## src/rtl/ex_mem_alu_stage_pkg.sv

```systemverilog
// Shared types and defaults for the execute stage and its EX/MEM register.
package ex_mem_alu_stage_pkg;

    localparam int unsigned XlenDefault = 32;

    typedef enum logic [3:0] {
        AluAdd  = 4'b0000,
        AluSub  = 4'b0001,
        AluAnd  = 4'b0010,
        AluOr   = 4'b0011,
        AluXor  = 4'b0100,
        AluSll  = 4'b0101,
        AluSrl  = 4'b0110,
        AluSra  = 4'b0111,
        AluSlt  = 4'b1000,
        AluSltu = 4'b1001,
        AluBeq  = 4'b1010,
        AluBne  = 4'b1011,
        AluBlt  = 4'b1100,
        AluBge  = 4'b1101,
        AluBltu = 4'b1110,
        AluBgeu = 4'b1111
    } alu_op_e;

    // Ops 1010..1111 are branch compares.
    function automatic logic is_branch_op(logic [3:0] op);
        return op[3] & (op[2] | op[1]);
    endfunction

endpackage

```

## src/rtl/ex_mem_alu_stage_alu_core.sv

```systemverilog
// Combinational ALU: arithmetic/logic result plus branch comparison outcome.
module alu_core
    import ex_mem_alu_stage_pkg::*;
#(
    parameter int unsigned XLEN = XlenDefault
) (
    input  logic [3:0]      alu_op,
    input  logic [XLEN-1:0] a,
    input  logic [XLEN-1:0] b,
    output logic [XLEN-1:0] result,
    output logic            cmp_true
);

    logic [4:0] shamt;
    logic       eq;
    logic       lt_s;
    logic       lt_u;

    assign shamt = b[4:0];
    assign eq    = (a == b);
    assign lt_s  = ($signed(a) < $signed(b));
    assign lt_u  = (a < b);

    always_comb begin
        result   = '0;
        cmp_true = 1'b0;
        unique case (alu_op_e'(alu_op))
            AluAdd:  result = a + b;
            AluSub:  result = a - b;
            AluAnd:  result = a & b;
            AluOr:   result = a | b;
            AluXor:  result = a ^ b;
            AluSll:  result = a << shamt;
            AluSrl:  result = a >> shamt;
            AluSra:  result = $signed(a) >>> shamt;
            AluSlt:  result = {{(XLEN-1){1'b0}}, lt_s};
            AluSltu: result = {{(XLEN-1){1'b0}}, lt_u};
            AluBeq:  cmp_true = eq;
            AluBne:  cmp_true = ~eq;
            AluBlt:  cmp_true = lt_s;
            AluBge:  cmp_true = ~lt_s;
            AluBltu: cmp_true = lt_u;
            AluBgeu: cmp_true = ~lt_u;
            default: begin
                result   = '0;
                cmp_true = 1'b0;
            end
        endcase
    end

endmodule

```

## src/rtl/ex_mem_alu_stage.sv

```systemverilog
// Execute stage: ALU and branch resolution feeding the EX/MEM pipeline register.
module ex_mem_alu_stage
    import ex_mem_alu_stage_pkg::*;
#(
    parameter int unsigned XLEN       = XlenDefault,
    parameter int unsigned REG_ADDR_W = 5
) (
    input  logic                  clk,
    input  logic                  reset,
    input  logic                  in_valid,
    input  logic                  stall,
    input  logic                  flush,
    input  logic [3:0]            alu_op,
    input  logic [XLEN-1:0]       operand_a,
    input  logic [XLEN-1:0]       operand_b,
    input  logic [XLEN-1:0]       store_data_in,
    input  logic [XLEN-1:0]       pc_in,
    input  logic [XLEN-1:0]       imm_in,
    input  logic [REG_ADDR_W-1:0] rd_in,
    input  logic                  reg_write_in,
    input  logic                  mem_read_in,
    input  logic                  mem_write_in,
    output logic                  out_valid,
    output logic [XLEN-1:0]       alu_result,
    output logic [XLEN-1:0]       store_data,
    output logic [REG_ADDR_W-1:0] rd_out,
    output logic                  reg_write,
    output logic                  mem_read,
    output logic                  mem_write,
    output logic                  branch_taken,
    output logic [XLEN-1:0]       branch_target
);

    logic [XLEN-1:0] alu_res;
    logic            cmp_true;
    logic            is_branch;

    alu_core #(
        .XLEN(XLEN)
    ) u_alu_core (
        .alu_op  (alu_op),
        .a       (operand_a),
        .b       (operand_b),
        .result  (alu_res),
        .cmp_true(cmp_true)
    );

    assign is_branch = is_branch_op(alu_op);

    logic                  valid_q;
    logic [XLEN-1:0]       result_q;
    logic [XLEN-1:0]       store_q;
    logic [REG_ADDR_W-1:0] rd_q;
    logic                  reg_write_q;
    logic                  mem_read_q;
    logic                  mem_write_q;
    logic                  taken_q;
    logic [XLEN-1:0]       target_q;

    always_ff @(posedge clk) begin
        if (reset) begin
            valid_q     <= 1'b0;
            result_q    <= '0;
            store_q     <= '0;
            rd_q        <= '0;
            reg_write_q <= 1'b0;
            mem_read_q  <= 1'b0;
            mem_write_q <= 1'b0;
            taken_q     <= 1'b0;
            target_q    <= '0;
        end else if (flush || (!stall && !in_valid)) begin
            // Bubble: drop controls, leave data fields as they were.
            valid_q     <= 1'b0;
            reg_write_q <= 1'b0;
            mem_read_q  <= 1'b0;
            mem_write_q <= 1'b0;
            taken_q     <= 1'b0;
        end else if (stall) begin
            // A held redirect must not fire a second time.
            taken_q <= 1'b0;
        end else begin
            valid_q     <= 1'b1;
            result_q    <= alu_res;
            store_q     <= store_data_in;
            rd_q        <= rd_in;
            reg_write_q <= reg_write_in & ~is_branch;
            mem_read_q  <= mem_read_in & ~is_branch;
            mem_write_q <= mem_write_in & ~is_branch;
            taken_q     <= cmp_true;
            target_q    <= pc_in + imm_in;
        end
    end

    assign out_valid     = valid_q;
    assign alu_result    = result_q;
    assign store_data    = store_q;
    assign rd_out        = rd_q;
    assign reg_write     = reg_write_q & valid_q;
    assign mem_read      = mem_read_q & valid_q;
    assign mem_write     = mem_write_q & valid_q;
    assign branch_taken  = taken_q & valid_q;
    assign branch_target = target_q;

endmodule

```

## config.mk

```make
export PLATFORM = sky130hd
export DESIGN_NAME = ex_mem_alu_stage
export DESIGN_NICKNAME = d
export VERILOG_FILES = /design/src/rtl/ex_mem_alu_stage_pkg.sv /design/src/rtl/ex_mem_alu_stage_alu_core.sv /design/src/rtl/ex_mem_alu_stage.sv
export SDC_FILE = /design/constraint.sdc
export NUM_CORES = 1
export LEC_CHECK = 0
export CAP_MARGIN = 20
export CORE_ASPECT_RATIO = 0.9
export CORE_UTILIZATION = 53
export CTS_BUF_LIST = sky130_fd_sc_hd__clkbuf_4 sky130_fd_sc_hd__clkbuf_8
export CTS_CLUSTER_SIZE = 25
export DETAILED_ROUTE_END_ITERATION = 16
export PLACE_DENSITY = 0.82
export SYNTH_ARGS = -nofsm -noshare
export SYNTH_HDL_FRONTEND = slang
export SYNTH_SLANG_ARGS = --single-unit
```

## constraint.sdc

```tcl
create_clock -name clk -period 5.8 [get_ports clk]
set_clock_uncertainty 0.05 [all_clocks]
set_input_delay 1.45 -clock clk [delete_from_list [all_inputs] [get_ports clk]]
set_output_delay 1.45 -clock clk [all_outputs]
set_load 0.01 [all_outputs]
```

# Word-level counts from Yosys, hierarchy flattened

Cells that the tools add are included.

Add/sub/neg operators: 3
$mul: 0
Divide/modulo/power cells: 0
Order comparisons: 2
Equality and inequality tests: 16
Shift-type cells: 3
Muxes and demuxes: 2
Bitwise gates (word level): 18
Reductions and logical operators: 8

Operators with widths:

| operator                                      | count |
|---|---|
| one-hot mux 32 bit (10 select lines)          | 1 |
| adder 32 bit                                  | 2 |
| < comparator 32 bit                           | 2 |
| AND 32 bit                                    | 1 |
| == test 32 bit                                | 1 |
| == test 4 bit, second input constant          | 8 |
| bitwise OR 32 bit                             | 1 |
| << shifter 32 x 5 -> 32 bit                   | 1 |
| right shift 32 x 5 -> 32 bit                  | 1 |
| >>> shifter 32 x 5 -> 32 bit                  | 1 |
| subtractor 32 bit                             | 1 |
| bitwise XOR 32 bit                            | 1 |
| == test 4 x 3 -> 1 bit, second input constant | 4 |
| AND 1 bit                                     | 8 |
| == test 4 x 2 -> 1 bit, second input constant | 2 |
| NOT 1 bit                                     | 6 |
| one-hot mux 1 bit (6 select lines)            | 1 |
| == test 4 x 1 -> 1 bit, second input constant | 1 |
| zero test 4 bit                               | 1 |
| OR reduction 3 bit                            | 1 |
| zero test 1 bit                               | 2 |
| AND reduction 2 bit                           | 1 |
| OR reduction 2 bit                            | 1 |
| logical AND 1 bit                             | 1 |
| 2 further kinds                               | 2 |

Register bits after elaboration: 106
Bits in latches: 0
Memory bits (writable): 0
ROM bits: 0
Bits of input ports: 177
Word-level logic and storage cells: 61
Memories: 0

# Depth between registers and ports, before layout

Gate-level depths: netlist of the first run.

Depth in word-level cells: 5
Mapped depth: 16

# By module

From an unflattened synthesis of the first run, not the netlist that was laid out.

Cells, all modules: 1994
Area, all modules: 13525.5 µm²

Modules (own cells, without submodules):

| module           | instances | cells each | area each (µm²) | seq. area each (µm²) |
|---|---|---|---|---|
| alu_core         | 1         | 1293       | 8174.1          | 0.0 |
| ex_mem_alu_stage | 1         | 701        | 5351.4          | 2122.0 |

# Worst setup path after synthesis of the first run

Ideal clock, no wire load.

Path type: input to register
Start: input port operand_b[2]
End: register result_q[21] (netlist: alu_result[21])
Setup time: 0.119 ns
Data arrival time: 4.462 ns
Required time: 5.631 ns
Slack: 1.169 ns
Stages on the path: 15
Path buffers: 4
Cells stage by stage: buf_2 > clkinv_1 > buf_2 > buf_1 > ha_1 > buf_2 > a21oi_1 > a2111oi_0 > nor4_1 > nor2_1 > a31oi_1 > nor4b_1 > mux2i_1 > nand4_1 > o221a_2

Longest elaborated chain between the ends: 2
Elaborated cells on any way between the ends: 6
Classes of those cells: 2 x add/sub; 3 x shift; 1 x mux

RTL lines:

| item                                            | RTL line                        | text |
|---|---|---|
| start, declared                                 | ex_mem_alu_stage.sv:15          | `input logic [XLEN-1:0] operand_b,` |
| subtractor 32 bit, or another cell as far along | ex_mem_alu_stage_alu_core.sv:29 | `AluSub: result = a - b;` |
| one-hot mux 32 bit (10 select lines) (*)        | ex_mem_alu_stage_alu_core.sv:27 | `unique case (alu_op_e'(alu_op))` |
| end signal, assigned                            | ex_mem_alu_stage.sv:83          | `result_q <= alu_res;` |
| end, declared                                   | ex_mem_alu_stage.sv:51          | `logic [XLEN-1:0] result_q;` |

Mark *: on every way between the ends. The rest lies on a longest branch, timed or not.
A chain may end at the register's enable or synchronous reset.

# Final worst setup path of the first run

Start: input port operand_a[11]
End: register result_q[30] (netlist: alu_result[30])

Longest elaborated chain between the ends: 2
Elaborated cells on any way between the ends: 6
Classes of those cells: 2 x add/sub; 3 x shift; 1 x mux

RTL lines:

| item                                            | RTL line                        | text |
|---|---|---|
| start, declared                                 | ex_mem_alu_stage.sv:14          | `input logic [XLEN-1:0] operand_a,` |
| subtractor 32 bit, or another cell as far along | ex_mem_alu_stage_alu_core.sv:29 |  |
| one-hot mux 32 bit (10 select lines) (*)        | ex_mem_alu_stage_alu_core.sv:27 |  |

Marked as above.

==> results of run 1 <==
stage by stage:
step	setup slack [ps]	total power, mW	cells	hold WS (ps)
6_report	928	2.62	2457	410
5_1_grt	684	2.74	2456	431
4_1_cts	1060	2.58	2456	413
3_5_place_dp	637	2.10	2440	394
3_3_place_gp	693	2.08	2440	385
2_1_floorplan	1170	1.60	1894	396
registers in the layout, indices dropped and copies added, names as in the netlist:
signal and flops:
out_valid 1, mem_write_q 1, rd_out 5, reg_write_q 1, store_data 32, branch_target 32, mem_read_q 1, taken_q 1
alu_result 32
final cells by class:
| type | instances | area [sq um] |
|---|---|---|
| Clock inverter | 7 | 66.3 |
| Fill cell | 2301 | 8770 |
| Antenna cell | 1 | 2.50 |
| Clock buffer | 9 | 124 |
| Multi-Input combinational cell | 1543 | 10900 |
| Tap cell | 348 | 435 |
| Timing Repair Buffer | 336 | 3220 |
| Sequential cell | 106 | 2120 |
| Inverter | 107 | 402 |
worst min-delay path, delay by kind of cell, from the launching register on:
kind	cells	cell delay, ps
flops	1	330
simple gates	1	50
compound gates	1	50
power breakdown:
group / switching, mW / leakage, nW / internal, mW / total [mW]
clock network: 0.318 / 0.0824 / 0.164 / 0.482
registers: 0.0172 / 0.861 / 0.756 / 0.773
logic: 0.794 / 5.85 / 0.571 / 1.36
total: 1.13 / 6.80 / 1.49 / 2.62
synthesized netlist by cell type, types with 30 or more instances:
| cell | instances |
|---|---|
| nand2_1 | 254 |
| a21oi_1 | 207 |
| nor2_1 | 175 |
| o21ai_0 | 144 |
| ha_1 | 128 |
| dfxtp_1 | 106 |
| inv_1 | 103 |
| clkbuf_1 | 89 |
| mux4_2 | 56 |
| nand3_1 | 35 |
| mux2i_1 | 34 |
| nor3_1 | 33 |
| a211oi_1 | 30 |
| a31oi_1 | 30 |
path summary, 6_finish.rpt:
path / from / to
max: operand_a[11] / alu_result[30]$_SDFFE_PP0P_
min: store_data[2]$_SDFFE_PP0P_ / store_data[2]$_SDFFE_PP0P_
max reg2reg: alu_result[25]$_SDFFE_PP0P_ / alu_result[25]$_SDFFE_PP0P_
min reg2reg: store_data[2]$_SDFFE_PP0P_ / store_data[2]$_SDFFE_PP0P_
cell families (layout without fill, tap and decap cells):
family          after synthesis  in the layout  synth area share (%)
fa+ha+maj                   131            131                  11.8
buf+inv                     245            459                  7.17
simple gates                617            617                  19.6
flops                       106            106                  15.1
mux                         110            110                  14.5
xor+xnor                     38             38                  2.37
other cells                   0              1                     0
compound gates              647            647                  29.4
per-layer routing:
| metal | GRT usage [%] | vias up |
|---|---|---|
| li1 | - | 7405 |
| met1 | 57.1 | 7814 |
| met2 | 65.7 | 1252 |
| met3 | 11.1 | 172 |
| met4 | 17.3 | 0 |
| met5 | 0 | - |
==> flow_summary.json, run 1 <==
{
  "postSynth.topFlopCell": "dfxtp_1",
  "totalNegativeSetupSlack_ps": 0,
  "final.period_utilization_pct": 84.0,
  "syn_area_per_cell_sq_um": 7.41,
  "crit_path_top_delay_cell": "clkdlybuf4s50_1",
  "rows": 56,
  "syn_area_sq_um": 14000,
  "syn_inst": 1894,
  "die-area_sq_um": 27100,
  "final_design_area_no_fill_sq_um": 17300,
  "fmaxAchievable_mhz": 205,
  "grt.total_usage_pct": 42.8,
  "synth-edff-count": 0,
  "tightestPinTransition_ps": 1020,
  "die-width_um": 174,
  "tritoncts": "done",
  "setup_viol_count_final": 0,
  "critical_path_peak_fanout": 14,
  "first_global_vias": 15000,
  "cp_data_required_time_ps": 6040,
  "drc": 0,
  "overflow": 0,
  "yosys-top-cells-area": "dfxtp_1 15%, ha_1 11%, mux4_2 9.0%",
  "final_period_minus_worst_setup_slack_ps": 4870,
  "synth.net_count": 2202,
  "met3RoutedLength_um": 7920,
  "synth.top_cell.area_share_pct": 15.1,
  "wire_length_the_detailed_router_placed_on_met1_um": 23400,
  "max-slew-margin-rel_pct": 31.4,
  "grt_first_pass_wirelength_um": 89500,
  "min_delay_path_depth": 2,
  "clock_buffer_count_from_cts": 9,
  "postRouteAntennaNets": 0,
  "layout_common_cells": "278 x clkdlybuf4s50_1, 254 x nand2_1, 207 x a21oi_1",
  "finish.utilization_pct": 66.4,
  "synth_top_cell_by_area": "dfxtp_1",
  "root_buffer": "clkbuf_8",
  "mostFrequentLayoutCell": "clkdlybuf4s50_1",
  "cp_data_arrival_time_ps": 5110,
  "highest-signal-layer": "met4",
  "grt_setup_unrepaired": "false",
  "grt_start_max_net_pins": 69,
  "worstSetupPathDepth": 12,
  "maxCapViolCount": 0,
  "timing_hold_violations_final": 0,
  "clk_latency_ps": 390,
  "reg2regPathDepth": 6,
  "cts_sinks": 106,
  "hpwlAfterDp_um": 46300,
  "synth_warnings": 0,
  "post_cts.resized_instances": 0,
  "finalWirelength_um": 59800,
  "gp_congestion": 1.04,
  "cts.reportedPaths.clkPinSlew_ps": 120,
  "power-per-cell-area_nw_per_um2": 151,
  "firstDrtPassIters": 9,
  "area.growth.synth_to_final_pct": 23.3,
  "slew_viol_final": 0,
  "synth_cell_types": 87,
  "synth-seq-area-share_pct": 15.1,
  "placement.io_buffers": 282,
  "synth_seq_cells": 106,
  "drtIter0Drc": 2355,
  "leakagePower_nw": 6.80,
  "boundaryPins": 283,
  "wl_per_cell_um": 24.3,
  "status": "finished, final reports clean",
  "placed_cell_area_sq_um": 17100,
  "timing.critical_path.cells": "clkdlybuf4s50_1, inv_1, ha_1, or4_1, nor3_1, a21boi_1, a211o_1, o21ai_1, o31a_1, o211a_1, o32ai_1, a21oi_1",
  "grt_antenna_before_repair": 2,
  "critPathKind": "primary input to flip-flop",
  "worstHoldPathType": "flip-flop to flip-flop",
  "route.met2.wl_um": 25900,
  "route.vias.total": 16600,
  "ctsHtreeMaxLevel": 3,
  "cts_hold_repair.buffers": 0,
  "worst_ir_drop_vdd_uv": 134,
  "drt-vias-per-instance": 6.77,
  "clock_path_buffers": 2,
  "start_util_pct": 53.8,
  "design.final.nets": 2411,
  "critical_path.top_delay_family": "compound AO/OA/AOI/OAI gates",
  "critical-path-max-stage-delay_ps": 760,
  "async_flop_share_pct": 0,
  "die_y_um": 156,
  "post_route_cells_drive_above_1_share_pct": 7.87,
  "crit_path_end_kind": "flip-flop",
  "core_sq_um": 26100,
  "critPathLaunchType": "primary input",
  "reg2reg_setup_slack_ps": 4030,
  "critPathBufInv": 2,
  "post_cts.repair.setup_buffers": 0
}
Power figures use the tool's default switching activity.
==> run 2, diff against run 1 <==
--- a/config.mk
+++ b/config.mk
@@ -7,11 +7,11 @@
 export LEC_CHECK = 0
 export CAP_MARGIN = 20
 export CORE_ASPECT_RATIO = 0.9
-export CORE_UTILIZATION = 53
+export CORE_UTILIZATION = 49
 export CTS_BUF_LIST = sky130_fd_sc_hd__clkbuf_4 sky130_fd_sc_hd__clkbuf_8
 export CTS_CLUSTER_SIZE = 25
 export DETAILED_ROUTE_END_ITERATION = 16
-export PLACE_DENSITY = 0.82
+export PLACE_DENSITY = 0.8
 export SYNTH_ARGS = -nofsm -noshare
 export SYNTH_HDL_FRONTEND = slang
 export SYNTH_SLANG_ARGS = --single-unit
==> constraint.sdc (replaced) <==
create_clock -name clk -period 3.95 [get_ports clk]
set_clock_uncertainty 0.05 [all_clocks]
set_input_delay 0.9875 -clock clk [delete_from_list [all_inputs] [get_ports clk]]
set_output_delay 0.9875 -clock clk [all_outputs]
set_load 0.01 [all_outputs]
==> run 2 against run 1 <==
Effect of this change: routed wire length up 8.8%; combinational power up 71%; flip-flop and latch count unchanged; critical path depth up 1; die area up 8.1%; final area up 12%; register-to-register slack worse by 1900 ps; sequential power up 47%; clock-buffer cell count unchanged; first-iteration DRC count down 7.1%; final cell count up 11%; critical endpoint is now alu_result[27]$_SDFFE_PP0P_; critical path type unchanged.
==> flow_summary.json, run 2 (synthesis gave the netlist of run 1 again) <==
{
  "final.period_utilization_pct": 99.1,
  "totalNegativeSetupSlack_ps": 0,
  "setup_viol_count_final": 0,
  "route.vias.total": 17700,
  "grt_start_max_net_pins": 78,
  "clock_path_buffers": 2,
  "clk_latency_ps": 410,
  "firstDrtPassIters": 6,
  "finish.utilization_pct": 69.2,
  "start_util_pct": 50.1,
  "worst_slack_ps": 34.0,
  "final_period_minus_worst_setup_slack_ps": 3920,
  "timing.hold.worst_endpoint": "branch_target[6]$_SDFFE_PP0P_",
  "post_route_cells_drive_above_1_share_pct": 18.5,
  "tritoncts": "done",
  "worst_ir_drop_vdd_uv": 207,
  "clock_buffer_count_from_cts": 9,
  "first_global_vias": 16700,
  "die-width_um": 180,
  "critPathKind": "primary input to flip-flop",
  "grt_antenna_before_repair": 0,
  "leakagePower_nw": 8.07,
  "r2r_start": "alu_result[30]$_SDFFE_PP0P_",
  "cts_sinks": 106,
  "placed_cells": 2701,
  "cts.reportedPaths.clkPinSlew_ps": 140,
  "layout_common_cells": "298 x buf_4, 278 x clkdlybuf4s50_1, 254 x nand2_1",
  "grt.total_usage_pct": 43.2,
  "sw_frac_of_total_pct": 42.4,
  "share_seq_of_total_power_pct": 26.8,
  "drtIter0Drc": 2187,
  "crit_path_end_kind": "flip-flop",
  "max-slew-margin-rel_pct": 30.1,
  "min_delay_path_depth": 2,
  "core_sq_um": 28000,
  "fmaxAchievable_mhz": 255,
  "die-area_sq_um": 29300,
  "hold_path.startpoint": "branch_target[6]$_SDFFE_PP0P_",
  "status": "finished, final reports clean",
  "p_sw_mw": 1.79,
  "placement.io_buffers": 282,
  "timing_hold_violations_final": 0,
  "drc": 0,
  "rows": 58,
  "area.growth.synth_to_final_pct": 38.2,
  "die_y_um": 163,
  "mostFrequentLayoutCell": "buf_4",
  "grt_first_pass_wirelength_um": 98000,
  "reg2reg_setup_slack_ps": 2170,
  "wl_per_cell_um": 23.9,
  "boundaryPins": 283,
  "post_route_non_filler_standard_cell_count": 2718,
  "critical_path_peak_fanout": 6,
  "tightestPinTransition_ps": 1040,
  "hpwlAfterDp_um": 51000,
  "root_buffer": "clkbuf_8",
  "drt-vias-per-instance": 6.52,
  "cp_data_arrival_time_ps": 4230,
  "maxCapViolCount": 0,
  "gp_congestion": 1.08,
  "dpl_worst_slack_ps": -443,
  "critPathLaunchType": "primary input",
  "whs_ps": 409,
  "overflow": 0,
  "internal_power_mw": 2.44,
  "r2r-end": "alu_result[30]$_SDFFE_PP0P_",
  "clkPwrFrac_pct": 18.4,
  "postRouteAntennaNets": 0,
  "ctsHtreeMaxLevel": 3,
  "worstHoldPathType": "flip-flop to flip-flop",
  "power-per-cell-area_nw_per_um2": 218,
  "layout_fillers": 2371,
  "combPwrFrac_pct": 54.8,
  "cp_data_required_time_ps": 4260,
  "slew_viol_final": 0,
  "design.final.nets": 2660,
  "reg2regPathDepth": 7,
  "finalWirelength_um": 65000
}
## run 2: changes by cell type in the layout (fill, tap and decap cells not counted), sizes merged
cell and change:
buf +249, clkinv +4, clkinvlp -4
## run 2: worst max path at each step
stage,from,endpoint
3_5_place_dp,operand_a[13],alu_result[28]$_SDFFE_PP0P_
6_report,operand_b[4],alu_result[27]$_SDFFE_PP0P_
2_1_floorplan,operand_b[2],alu_result[21]$_SDFFE_PP0P_
3_3_place_gp,operand_a[13],alu_result[28]$_SDFFE_PP0P_
5_1_grt,operand_a[13],alu_result[25]$_SDFFE_PP0P_
4_1_cts,operand_a[0],alu_result[30]$_SDFFE_PP0P_
## run 2: cell type report
class | instances | area, sq um | share of cell area [%]
Multi-Input combinational cell | 1543 | 11100 | 57.0
Clock inverter | 7 | 91.3 | 0.471
Tap cell | 360 | 450 | 2.32
Clock buffer | 9 | 124 | 0.639
Sequential cell | 106 | 2120 | 10.9
Inverter | 107 | 403 | 2.08
Timing Repair Buffer | 585 | 5140 | 26.5
Antenna cell | 1 | 2.50 | 0.0129
## run 2: metal layers
layer / GRT usage [%] / part of all wire, %
met5: 0 / 0
met4: 22.0 / 5.6
met3: 9.32 / 11
met2: 68.8 / 44
met1: 55.3 / 39
## run 2: power groups by stage
stage / Clock, mW / Sequential (mW) / Combinational [mW]
floorplan: 0 / 1.17 / 1.18
global placement: 0 / 1.16 / 2.18
detailed placement: 0 / 1.16 / 2.21
CTS: 0.782 / 1.14 / 2.23
global route: 0.819 / 1.14 / 2.46
finish: 0.777 / 1.14 / 2.32
## run 2: critical path: stages
cell             delay, ps
clkdlybuf4s50_1        570
inv_1                  110
ha_1                   370
nor4_1                 360
a21oi_1                210
a21boi_4               240
o21ai_1                110
a21oi_2                320
a31oi_1                220
buf_4                  200
nand3b_1               160
a31oi_1                200
a221o_1                150
## run 2: metrics by stage
step	area (sq um)	power, mW
final	19400	4.23
after CTS	19300	4.14
after global placement	19000	3.34
after detailed placement	19000	3.37
after global routing	19400	4.42
after floorplan	14000	2.35
## run 2: repair_timing
action,CTS,global route
setup endpoints to repair,3,16
buffers inserted,0,0
hold buffers,0,0
gates resized for setup,2,25
pin swaps,0,2
